--- src/rtl/md_pkg.sv ---
`default_nettype none
// ============================================================================
// Module  : md_pkg
// Purpose : Shared types and constants for the RV32M multiply/divide unit.
//           md_op_e mirrors the RV32M funct3 encoding so the issued
//           instruction bits can be cast straight to an operation.
// Rev     : 1.0  initial release
// ============================================================================
package md_pkg;

  // funct3 encodings of the RV32M extension
  typedef enum logic [2:0] {
    MUL    = 3'd0,
    MULH   = 3'd1,
    MULHSU = 3'd2,
    MULHU  = 3'd3,
    DIV    = 3'd4,
    DIVU   = 3'd5,
    REM    = 3'd6,
    REMU   = 3'd7
  } md_op_e;

  typedef enum logic [1:0] {
    IDLE = 2'd0,
    BUSY = 2'd1,
    DONE = 2'd2
  } md_state_e;

  localparam int MD_ITERS = 32;

  // funct3[2] separates the divide family from the multiply family
  function automatic logic md_is_div(input md_op_e op);
    return op[2];
  endfunction

endpackage
`default_nettype wire

--- src/rtl/md_divider.sv ---
`default_nettype none
// ============================================================================
// Module  : md_divider
// Purpose : Unsigned radix-2 restoring divider datapath, one quotient bit
//           per enabled step. The outputs are the quotient/remainder as they
//           will be after the current step, so the controller can register
//           the final result on the same edge as the last iteration.
// Ports   : clk, rst        - clock, synchronous active-high clear
//           i_load          - capture dividend/divisor, clear remainder
//           i_step          - perform one restoring iteration
//           i_dividend      - unsigned dividend (magnitude)
//           i_divisor       - unsigned divisor (magnitude, non-zero)
//           o_quot_nxt      - quotient after the current step
//           o_rem_nxt       - remainder after the current step
// Rev     : 1.0  initial release
// ============================================================================
module md_divider (
  input  logic        clk,
  input  logic        rst,
  input  logic        i_load,
  input  logic        i_step,
  input  logic [31:0] i_dividend,
  input  logic [31:0] i_divisor,
  output logic [31:0] o_quot_nxt,
  output logic [31:0] o_rem_nxt
);

  // r_quot starts as the dividend; its MSB feeds the partial remainder
  // each step while the new quotient bit enters at the LSB.
  logic [31:0] r_quot;
  logic [31:0] r_rem;
  logic [31:0] r_divisor;

  logic [32:0] w_shift;
  logic        w_ge;

  always_comb begin
    w_shift    = {r_rem, r_quot[31]};
    w_ge       = (w_shift >= {1'b0, r_divisor});
    // r_rem < divisor holds throughout, so the restored value fits 32 bits
    o_rem_nxt  = w_ge ? 32'(w_shift - {1'b0, r_divisor}) : w_shift[31:0];
    o_quot_nxt = {r_quot[30:0], w_ge};
  end

  always_ff @(posedge clk) begin
    if (rst) begin
      r_quot    <= '0;
      r_rem     <= '0;
      r_divisor <= '0;
    end else if (i_load) begin
      r_quot    <= i_dividend;
      r_rem     <= '0;
      r_divisor <= i_divisor;
    end else if (i_step) begin
      r_quot    <= o_quot_nxt;
      r_rem     <= o_rem_nxt;
    end
  end

endmodule
`default_nettype wire

--- src/rtl/mult_div_fu.sv ---
`default_nettype none
// ============================================================================
// Module  : mult_div_fu
// Purpose : Iterative RV32M multiply/divide functional unit. Accepts one
//           issued op from the mult/div reservation station, computes it on
//           operand magnitudes and fixes the sign in the final step, then
//           broadcasts the result on its CDB lane with the ROB tag.
// Config  : MULT_DIV_FAST_MUL_EN - when defined, multiplies use a single
//           33x33 signed multiply registered in BUSY instead of the
//           32-iteration shift-add path. Division is unaffected.
// Ports   : clk, rst, flush  - clock, sync active-high reset, squash
//           issue_valid      - station issue, held until after resp
//           instr_in         - instruction (funct3 only)
//           tag_dest_in      - destination ROB tag
//           data_A_in/B_in   - rs1 / rs2 values
//           resp             - completion pulse back to the station
//           cdb_valid/tag/data - CDB broadcast lane
// Rev     : 1.0  initial release
// ============================================================================
module mult_div_fu #(
  parameter int ROB_DEPTH = 4
) (
  input  logic                         clk,
  input  logic                         rst,
  input  logic                         flush,
  input  logic                         issue_valid,
  input  logic [31:0]                  instr_in,
  input  logic [$clog2(ROB_DEPTH)-1:0] tag_dest_in,
  input  logic [31:0]                  data_A_in,
  input  logic [31:0]                  data_B_in,
  output logic                         resp,
  output logic                         cdb_valid,
  output logic [$clog2(ROB_DEPTH)-1:0] cdb_tag,
  output logic [31:0]                  cdb_data
);
  import md_pkg::*;

  md_state_e                    r_state;
  md_op_e                       r_op;
  logic [$clog2(ROB_DEPTH)-1:0] r_tag;
  logic [5:0]                   r_cnt;
  logic                         r_neg;
  logic                         r_special;
  logic [31:0]                  r_cdb_data;

  // ---------------- operand preparation at acceptance -----------------------
  md_op_e      w_op_in;
  logic        w_sa, w_sb, w_neg_in;
  logic [31:0] w_mag_a, w_mag_b;
  logic        w_div0, w_ovf;
  logic [31:0] w_spec_res;
  logic        w_accept;

  always_comb begin
    w_op_in  = md_op_e'(instr_in[14:12]);
    w_sa     = data_A_in[31] & (w_op_in == MULH || w_op_in == MULHSU ||
                                w_op_in == DIV  || w_op_in == REM);
    w_sb     = data_B_in[31] & (w_op_in == MULH || w_op_in == DIV ||
                                w_op_in == REM);
    w_mag_a  = w_sa ? (~data_A_in + 32'd1) : data_A_in;
    w_mag_b  = w_sb ? (~data_B_in + 32'd1) : data_B_in;
    // remainder follows the dividend's sign; everything else the XOR
    w_neg_in = (w_op_in == REM) ? w_sa : (w_sa ^ w_sb);

    w_div0   = md_is_div(w_op_in) && (data_B_in == 32'd0);
    w_ovf    = (w_op_in == DIV || w_op_in == REM) &&
               (data_A_in == 32'h8000_0000) && (data_B_in == 32'hFFFF_FFFF);
    if (w_div0)
      w_spec_res = instr_in[13] ? data_A_in : 32'hFFFF_FFFF;
    else if (w_ovf)
      w_spec_res = instr_in[13] ? 32'd0 : 32'h8000_0000;
    else
      w_spec_res = 32'd0;

    w_accept = (r_state == IDLE) && issue_valid;
  end

  logic w_last;
  assign w_last = (r_cnt == 6'(MD_ITERS - 1));

  // ---------------- divider ----------------------------------------------
  logic        w_div_clr;
  logic        w_div_step;
  logic [31:0] w_quot_nxt, w_rem_nxt;
  logic [31:0] w_div_sel, w_div_res;

  assign w_div_clr  = rst | flush;
  assign w_div_step = (r_state == BUSY) && !r_special && md_is_div(r_op);

  md_divider u_divider (
    .clk        (clk),
    .rst        (w_div_clr),
    .i_load     (w_accept),
    .i_step     (w_div_step),
    .i_dividend (w_mag_a),
    .i_divisor  (w_mag_b),
    .o_quot_nxt (w_quot_nxt),
    .o_rem_nxt  (w_rem_nxt)
  );

  always_comb begin
    w_div_sel = r_op[1] ? w_rem_nxt : w_quot_nxt;
    w_div_res = r_neg ? (~w_div_sel + 32'd1) : w_div_sel;
  end

  // ---------------- multiplier -------------------------------------------
`ifdef MULT_DIV_FAST_MUL_EN
  logic [31:0]        r_raw_a, r_raw_b;
  logic signed [32:0] w_fa, w_fb;
  logic signed [65:0] w_fast_prod;
  logic [31:0]        w_mul_res;

  always_comb begin
    // sign-extend only the operands the op treats as signed
    w_fa        = {(r_op == MULH || r_op == MULHSU) & r_raw_a[31], r_raw_a};
    w_fb        = {(r_op == MULH) & r_raw_b[31], r_raw_b};
    w_fast_prod = 66'(w_fa) * 66'(w_fb);
    w_mul_res   = (r_op == MUL) ? w_fast_prod[31:0] : w_fast_prod[63:32];
  end

  logic w_unused;
  assign w_unused = &{1'b0, instr_in[31:15], instr_in[11:0], w_fast_prod[65:64]};
`else
  // r_prod holds {partial sum, remaining multiplier bits}; each step adds
  // the multiplicand into the upper half on the LSB and shifts right.
  logic [31:0] r_mcand;
  logic [63:0] r_prod;
  logic [32:0] w_sum;
  logic [63:0] w_prod_nxt, w_prod_fin;
  logic [31:0] w_mul_res;

  always_comb begin
    w_sum      = {1'b0, r_prod[63:32]} + (r_prod[0] ? {1'b0, r_mcand} : 33'd0);
    w_prod_nxt = {w_sum, r_prod[31:1]};
    w_prod_fin = r_neg ? (~w_prod_nxt + 64'd1) : w_prod_nxt;
    w_mul_res  = (r_op == MUL) ? w_prod_fin[31:0] : w_prod_fin[63:32];
  end

  logic w_unused;
  assign w_unused = &{1'b0, instr_in[31:15], instr_in[11:0]};
`endif

  // ---------------- control FSM ------------------------------------------
  always_ff @(posedge clk) begin
    if (rst || flush) begin
      r_state    <= IDLE;
      r_op       <= MUL;
      r_tag      <= '0;
      r_cnt      <= '0;
      r_neg      <= 1'b0;
      r_special  <= 1'b0;
      r_cdb_data <= '0;
`ifdef MULT_DIV_FAST_MUL_EN
      r_raw_a    <= '0;
      r_raw_b    <= '0;
`else
      r_mcand    <= '0;
      r_prod     <= '0;
`endif
    end else begin
      case (r_state)
        IDLE: begin
          if (issue_valid) begin
            r_state    <= BUSY;
            r_op       <= w_op_in;
            r_tag      <= tag_dest_in;
            r_cnt      <= '0;
            r_neg      <= w_neg_in;
            r_special  <= w_div0 | w_ovf;
            // special-case result is known now; BUSY just waits one cycle
            r_cdb_data <= w_spec_res;
`ifdef MULT_DIV_FAST_MUL_EN
            r_raw_a    <= data_A_in;
            r_raw_b    <= data_B_in;
`else
            r_mcand    <= w_mag_a;
            r_prod     <= {32'd0, w_mag_b};
`endif
          end
        end
        BUSY: begin
          if (r_special) begin
            r_state <= DONE;
          end else if (!md_is_div(r_op)) begin
`ifdef MULT_DIV_FAST_MUL_EN
            r_cdb_data <= w_mul_res;
            r_state    <= DONE;
`else
            r_prod <= w_prod_nxt;
            r_cnt  <= r_cnt + 6'd1;
            if (w_last) begin
              r_cdb_data <= w_mul_res;
              r_state    <= DONE;
            end
`endif
          end else begin
            r_cnt <= r_cnt + 6'd1;
            if (w_last) begin
              r_cdb_data <= w_div_res;
              r_state    <= DONE;
            end
          end
        end
        // the station still holds issue_valid here, so it is ignored
        DONE:    r_state <= IDLE;
        default: r_state <= IDLE;
      endcase
    end
  end

  assign resp      = (r_state == DONE) && !flush;
  assign cdb_valid = (r_state == DONE) && !flush;
  assign cdb_tag   = r_tag;
  assign cdb_data  = r_cdb_data;

endmodule
`default_nettype wire

--- config.mk ---
export PLATFORM = sky130hd
export DESIGN_NAME = mult_div_fu
export DESIGN_NICKNAME = d
export VERILOG_FILES = /design/src/rtl/md_pkg.sv /design/src/rtl/md_divider.sv /design/src/rtl/mult_div_fu.sv
export SDC_FILE = /design/constraint.sdc
export NUM_CORES = 1
export LEC_CHECK = 0
export CAP_MARGIN = 25
export CORE_UTILIZATION = 40
export DETAILED_ROUTE_END_ITERATION = 8
export GPL_ROUTABILITY_DRIVEN = 0
export GPL_TIMING_DRIVEN = 0
export PLACE_DENSITY = 0.58
export REMOVE_ABC_BUFFERS = 1
export SLEW_MARGIN = 20
export SYNTH_ARGS = -nofsm -noshare
export SYNTH_HDL_FRONTEND = slang
export SYNTH_SLANG_ARGS = --single-unit
--- constraint.sdc ---
create_clock -name clk -period 5.8 [get_ports clk]
set_input_delay 1.74 -clock clk [delete_from_list [all_inputs] [get_ports clk]]
set_output_delay 1.74 -clock clk [all_outputs]
set_load 0.02 [all_outputs]
==> results.sh, run 1 <==
export IMPL_status="completed"
export IMPL_rsz0062_at_grt="false"
export IMPL_hold_end="r_mcand[0]"
export IMPL_fin_area_sq_um=21910
export IMPL_first_pass_iters=6
export IMPL_drc=0
export IMPL_routed_wl_microns=72340
export IMPL_synth_cell_type_count=108
export IMPL_finalCriticalPeriod_ns=5.428
export IMPL_p_switching_w=0.001654
export IMPL_holdCritStartpoint="r_mcand[0]"
export IMPL_required_ns=6.25
export IMPL_max_clock_path_buffers=3
export IMPL_crit_fanout=26
export IMPL_start_util=0.4083
export IMPL_vias_per_cell=6.280
export IMPL_peakVddDrop_uv=139.4
export IMPL_post_cts_buffers=0
export IMPL_antenna_left=0
export IMPL_cp_end_kind="flop"
export IMPL_power_leakage_nw=7.846
export IMPL_synth_seq_cells=239
export IMPL_synthFlopType="dfxtp_1"
export IMPL_grt_usage=0.2862
export IMPL_clock_skew_final_ns=0.02560
export IMPL_combPwrFrac=0.259
export IMPL_die_area_sq_um=48810
export IMPL_slowest_stage="a211oi_2"
export IMPL_synth_area_leaders="dfxtp_1 25%, nor2_1 7.1%, a21oi_1 6.1%"
export IMPL_hold_buffers=0
export IMPL_grt_max_degree=76
export IMPL_num_vias=20570
export IMPL_cp_arrival_ns=5.88
export IMPL_cts_buffers=29
export IMPL_port_buffers=108
export IMPL_avgSynthCellArea_sq_um=7.204
export IMPL_max_slew_margin=0.3374
export IMPL_r2r_end="cdb_data[31]"
export IMPL_yosys_area_top_type="dfxtp_1"
export IMPL_layout_drive_gt1_share=0.05964
export IMPL_synth_top_area_frac=0.2496
export IMPL_synth_area_sq_um=19170
export IMPL_clkTransAtPathRegs_ns=0.06
export IMPL_critical_path_class="reg -> reg"
export IMPL_ys_seq_area_frac=0.2496
export IMPL_grt_pass1_wl_microns=111300
export IMPL_grt_overflow_total=0
export IMPL_grt_pass1_vias=19230
export IMPL_async_flop_share=0
export IMPL_slew_violations=0
export IMPL_areaGrowthSynthToFinish_pct=14.28
export IMPL_ff2ff_setup_slack_ns=0.37
export IMPL_drv_cap=0
export IMPL_finalCritPeriodShare=0.9359
export IMPL_synth_edf_count=0
export IMPL_cts_root_buf="clkbuf_16"
export IMPL_placed_area_sq_um=20890
export IMPL_insertion_delay_ns=0.58
export IMPL_fin_util=0.4666
export IMPL_setup_viol=0
export IMPL_cp_start_kind="flop"
export IMPL_hpwlAfterDp_microns=55490
export IMPL_wire_per_inst_microns=22.09
export IMPL_die_x_microns=220.9
export IMPL_drt_iter0_drc=2267
export IMPL_p_int_w=0.003283
export IMPL_core_area_sq_um=46950
export IMPL_p_clk_frac=0.386
export IMPL_path_common_cell="nand3_2"
export IMPL_worst_slew_pin_slew_ns=0.9903
export IMPL_power_density_nw_per_um2=225.4
export IMPL_rr_startpoint="u_divider.r_divisor[14]"
export IMPL_postSynthCellCount=2661
export IMPL_antenna_found_initial=1
export IMPL_nets=2818
export IMPL_die_y_microns=220.9
export IMPL_yosys_warnings=0
export IMPL_max_stage_delay_ns=0.61
export IMPL_whs_path_depth=2
export IMPL_num_rows=79
export IMPL_io_pins=138
export IMPL_max_freq_ghz=0.1842
export IMPL_path_cells="inv_1, ha_1, a21oi_1, o21ai_1, a32oi_1, and2_2, nand3_2, buf_12, mux2_2, a211oi_2, nand3_2, or3_4, o41ai_4, xnor2_1, o221ai_2"
export IMPL_htree_num_levels=1
export IMPL_p_sw_frac=0.3350
export IMPL_min_path_type="reg -> reg"
export IMPL_rr_worst_depth=15
export IMPL_hold_viol_final=0
export IMPL_clock_sinks=239
export IMPL_cts_tree="done"
export IMPL_p_seq_frac=0.355
==> worst max-delay path by stage <==
stage                                       start  slack (ns)      endpoint
after floorplan                       issue_valid       -1.99  cdb_data[21]
after global placement                issue_valid       -6.50  cdb_data[21]
after detailed placement             data_B_in[0]        0.14  cdb_data[24]
after CTS                 u_divider.r_divisor[24]        0.23  cdb_data[14]
after global routing      u_divider.r_divisor[14]        0.15  cdb_data[14]
final                     u_divider.r_divisor[14]        0.37  cdb_data[31]
==> through the flow <==
stage	instances	worst slack, ns	hold slack [ns]	total power [W]	TNS, ns
after floorplan	2474	-1.987	0.4317	0.002548	-47.91
after global placement	3189	-6.500	0.4447	0.002983	-495.13
after detailed placement	3218	0.1375	0.4518	0.003029	0
after CTS	3271	0.2343	0.4598	0.004926	0
after global routing	3273	0.1460	0.4815	0.005132	0
final	3275	0.3720	0.4582	0.004937	0
==> power groups by stage <==
stage	registers [W]	logic, W	clock network [W]
floorplan	0.00179	0.000763	0
global placement	0.00180	0.00119	0
detailed placement	0.00179	0.00124	0
CTS	0.00175	0.00124	0.00193
global route	0.00176	0.00137	0.00200
finish	0.00176	0.00128	0.00190
==> logic make-up after synthesis <==
family	share of synthesized area
AO/OA/AOI/OAI	0.3087
buffers and inverters	0.05195
flip-flops	0.2496
adder cells (fa/ha/maj)	0.04777
AND/OR/NAND/NOR	0.2555
multiplexers	0.01658
XOR/XNOR	0.06990
==> cell usage in the layout (no fill, tap or decap), types with 11 or more instances in the layout <==
| cell type | Yosys | routed |
|---|---|---|
| nor2_1 | 361 | 356 |
| nand2_1 | 301 | 298 |
| dfxtp_1 | 239 | 236 |
| a21oi_1 | 235 | 234 |
| o21ai_0 | 154 | 153 |
| a211oi_1 | 131 | 131 |
| clkdlybuf4s50_1 | 0 | 108 |
| xnor2_1 | 83 | 83 |
| xor2_1 | 70 | 70 |
| ha_1 | 70 | 70 |
| inv_1 | 65 | 65 |
| a31oi_1 | 65 | 65 |
| nor3_1 | 62 | 61 |
| and2_1 | 49 | 48 |
| nand4_1 | 38 | 38 |
| o31ai_1 | 36 | 36 |
| nand3_1 | 34 | 34 |
| a22oi_1 | 29 | 29 |
| clkbuf_16 | 0 | 29 |
| mux2i_1 | 25 | 25 |
| or3_1 | 26 | 24 |
| nand2b_1 | 23 | 22 |
| o21a_1 | 22 | 22 |
| a21o_1 | 19 | 19 |
| o211ai_1 | 19 | 19 |
| nor4_1 | 20 | 18 |
| and3_1 | 17 | 17 |
| or4_1 | 16 | 16 |
| nor3b_1 | 14 | 14 |
| a221oi_1 | 14 | 14 |
| and4_1 | 13 | 13 |
| buf_12 | 0 | 13 |
| nor2b_1 | 13 | 11 |
| o221ai_1 | 11 | 11 |
==> state kept, by name (all words and copies together) (netlist names) <==
register             count
u_divider.r_rem         32
u_divider.r_quot        32
r_mcand                 32
r_prod                  64
r_cnt                    6
u_divider.r_divisor     32
r_special                1
r_op                     3
r_state                  2
cdb_data                32
cdb_tag                  2
r_neg                    1
==> per-layer routing <==
metal / part of all wire / global-route usage / vias to the layer above
met1: 0.44 / 0.3930 / 9762
met4: 0.034 / 0.09474 / 2
met3: 0.084 / 0.05298 / 136
li1: - / - / 9722
met5: 0.00017 / 0 / -
met2: 0.44 / 0.4493 / 945
==> area by class of cell <==
cell class | count | area (sq um)
clock buffer | 47 | 873.3
multi-input combinational | 2169 | 13490
sequential | 239 | 4793
fill | 4664 | 25040
inverter | 66 | 247.7
tap | 607 | 759.5
antenna | 2 | 5.005
timing repair buffer | 139 | 1635
clock inverter | 6 | 105.1
==> worst max-delay path: cells and delay by family (launching register included) <==
family                     cells  cell delay (ns)
xor gates and xnor gates       1             0.25
and+or+nand+nor                4             1.46
adders and majority gates      1             0.40
buffers and inverters          2             0.38
DFF                            1             0.33
AOI/OAI and AO/OA              6             2.11
muxes                          1             0.34
==> repair_timing <==
item | in CTS | in global routing
hold endpoints to repair | 0 | 0
setup endpoints to repair | 0 | 6
resized for setup | 0 | 2
==> cell usage after synthesis, types with 62 or more instances <==
cell      number
o21ai_0      154
clkbuf_1     150
nand2_1      301
nor3_1        62
inv_1         65
dfxtp_1      239
a31oi_1       65
a21oi_1      235
ha_1          70
a211oi_1     131
nor2_1       361
xor2_1        70
xnor2_1       83
No activity file was read; power rests on OpenSTA's default activity.
==> run 2: changes to the inputs <==
CTS_CLUSTER_DIAMETER = 40   (was not set)
SLEW_MARGIN = 30   (was 20)
==> run 2 against run 1 <==
  * Register-to-register slack got worse by 0.12 ns
  * Combinational power about the same
  * Final area increased by 3.1%
  * Maximum frequency decreased by 2.1%
  * Critical path type unchanged
  * Clock power increased by 52%
==> results.sh, run 2 (synthesis gave the netlist of run 1 again) <==
export IMPL_status="completed"
export IMPL_hold_end="cdb_tag[1]"
export IMPL_layout_drive_gt1_share=0.07318
export IMPL_critical_path_class="reg -> reg"
export IMPL_hpwlAfterDp_microns=55380
export IMPL_die_area_sq_um=48810
export IMPL_areaGrowthSynthToFinish_pct=17.86
export IMPL_power_density_nw_per_um2=262.0
export IMPL_routed_wl_microns=73040
export IMPL_rr_startpoint="u_divider.r_divisor[14]"
export IMPL_whs_path_depth=2
export IMPL_hold_viol_final=0
export IMPL_drv_cap=0
export IMPL_largest_reg_flops=64
export IMPL_clock_sinks=239
export IMPL_ff2ff_setup_slack_ns=0.26
export IMPL_totalNegativeSetupSlack_ns=0
export IMPL_layout_commonest_cell="nor2_1"
export IMPL_power_leakage_nw=8.171
export IMPL_r2r_end="cdb_data[31]"
export IMPL_p_sw_frac=0.3178
export IMPL_io_pins=138
export IMPL_insertion_delay_ns=0.59
export IMPL_combPwrFrac=0.216
export IMPL_finalCriticalPeriod_ns=5.545
export IMPL_cts_buffers=46
export IMPL_clkTransAtPathRegs_ns=0.06
export IMPL_core_area_sq_um=46950
export IMPL_num_rows=79
export IMPL_layout_common_cells="356 x nor2_1, 298 x nand2_1, 235 x dfxtp_1, 234 x a21oi_1, 153 x o21ai_0"
export IMPL_worst_slew_pin_slew_ns=0.9858
export IMPL_num_vias=20820
export IMPL_cp_end_kind="flop"
export IMPL_post_cts_buffers=0
export IMPL_post_cts_resized=0
export IMPL_drt_iter0_drc=2385
export IMPL_crit_fanout=23
export IMPL_max_clock_path_buffers=3
export IMPL_required_ns=6.25
export IMPL_p_clk_frac=0.486
export IMPL_top_register="r_prod"
export IMPL_grt_pass1_vias=19420
export IMPL_antenna_found_initial=1
export IMPL_holdCritStartpoint="cdb_tag[1]"
export IMPL_post_place_ws_ns=0.08506
export IMPL_max_slew_margin=0.3421
export IMPL_setup_viol=0
export IMPL_port_buffers=108
export IMPL_drc=0
export IMPL_grt_overflow_total=0
export IMPL_slew_violations=0
export IMPL_wire_per_inst_microns=22.13
export IMPL_die_y_microns=220.9
export IMPL_cp_start_kind="flop"
export IMPL_cts_root_buf="clkbuf_16"
export IMPL_vias_per_cell=6.307
export IMPL_die_x_microns=220.9
export IMPL_setup_ws_ns=0.2555
export IMPL_cp_arrival_ns=6.00
export IMPL_p_switching_w=0.001881
export IMPL_start_util=0.4083
export IMPL_max_freq_ghz=0.1804
export IMPL_first_pass_iters=6
export IMPL_nets=2834
export IMPL_grt_max_degree=65
export IMPL_clock_skew_final_ns=0.01555
export IMPL_hold_buffers=0
export IMPL_grt_usage=0.2904
export IMPL_fillers=4674
export IMPL_p_seq_frac=0.298
export IMPL_power_total_w=0.005919
export IMPL_peakVddDrop_uv=183.5
export IMPL_antenna_left=0
export IMPL_min_path_type="reg -> reg"
export IMPL_cts_tree="done"
export IMPL_rsz0062_at_grt="false"
export IMPL_p_int_w=0.004038
export IMPL_rr_worst_depth=15
export IMPL_htree_num_levels=2
export IMPL_finalCritPeriodShare=0.9560
export IMPL_grt_pass1_wl_microns=112100
-- run 2: power groups by stage --
stage / clock network [W] / logic, W / registers (W)
4_1_cts: 0.00292 / 0.00125 / 0.00176
3_3_place_gp: 0 / 0.00119 / 0.00180
5_1_grt: 0.00300 / 0.00137 / 0.00177
3_5_place_dp: 0 / 0.00124 / 0.00179
2_1_floorplan: 0 / 0.000763 / 0.00179
6_report: 0.00288 / 0.00128 / 0.00176
-- run 2: worst max-delay path by stage --
stage	start	to	slack [ns]
after floorplan	issue_valid	cdb_data[21]	-1.99
after global placement	issue_valid	cdb_data[21]	-6.50
after detailed placement	data_A_in[2]	u_divider.r_quot[31]	0.09
after CTS	u_divider.r_divisor[14]	cdb_data[14]	0.08
after global routing	u_divider.r_divisor[14]	cdb_data[14]	0.01
final	u_divider.r_divisor[14]	cdb_data[31]	0.26
-- run 2: final cells by class --
cell class	instances	area [sq um]	area share
well taps	607	759.5	0.03361
clock inverters	29	422.9	0.01872
multi-input cells	2169	13500	0.5975
inverters	66	249.0	0.01102
clock buffers	51	1210	0.05355
repair buffers	138	1653	0.07315
flip-flops and latches	239	4795	0.2122
diodes	2	5.005	0.0002215
-- run 2: per-stage QoR --
step / hold slack [ns] / cells / utilization / area, sq um
2_1_floorplan: 0.4317 / 2474 / - / 18420
3_3_place_gp: 0.4447 / 3189 / 0.4316 / 20260
3_5_place_dp: 0.4549 / 3219 / 0.4458 / 20930
4_1_cts: 0.4618 / 3299 / 0.4806 / 22570
5_1_grt: 0.4856 / 3299 / 0.4811 / 22590
6_report: 0.4594 / 3301 / 0.4812 / 22590
-- run 2: routing by layer --
| metal | global-route usage | share of wire |
|---|---|---|
| met5 | 0 | 0.00018 |
| met4 | 0.1200 | 0.039 |
| met3 | 0.05590 | 0.097 |
| met1 | 0.3922 | 0.43 |
| met2 | 0.4514 | 0.43 |
-- run 2: critical path: stages, from the launching register on --
cell      delay, ns
dfxtp_1        0.33
inv_1          0.06
ha_1           0.39
a21oi_1        0.38
o21ai_1        0.22
a32oi_1        0.37
and2_2         0.35
nand3_2        0.46
buf_16         0.36
mux2_2         0.33
a211oi_2       0.62
nand3_2        0.31
or3_4          0.44
o41ai_4        0.37
xnor2_1        0.26
o221ai_2       0.13
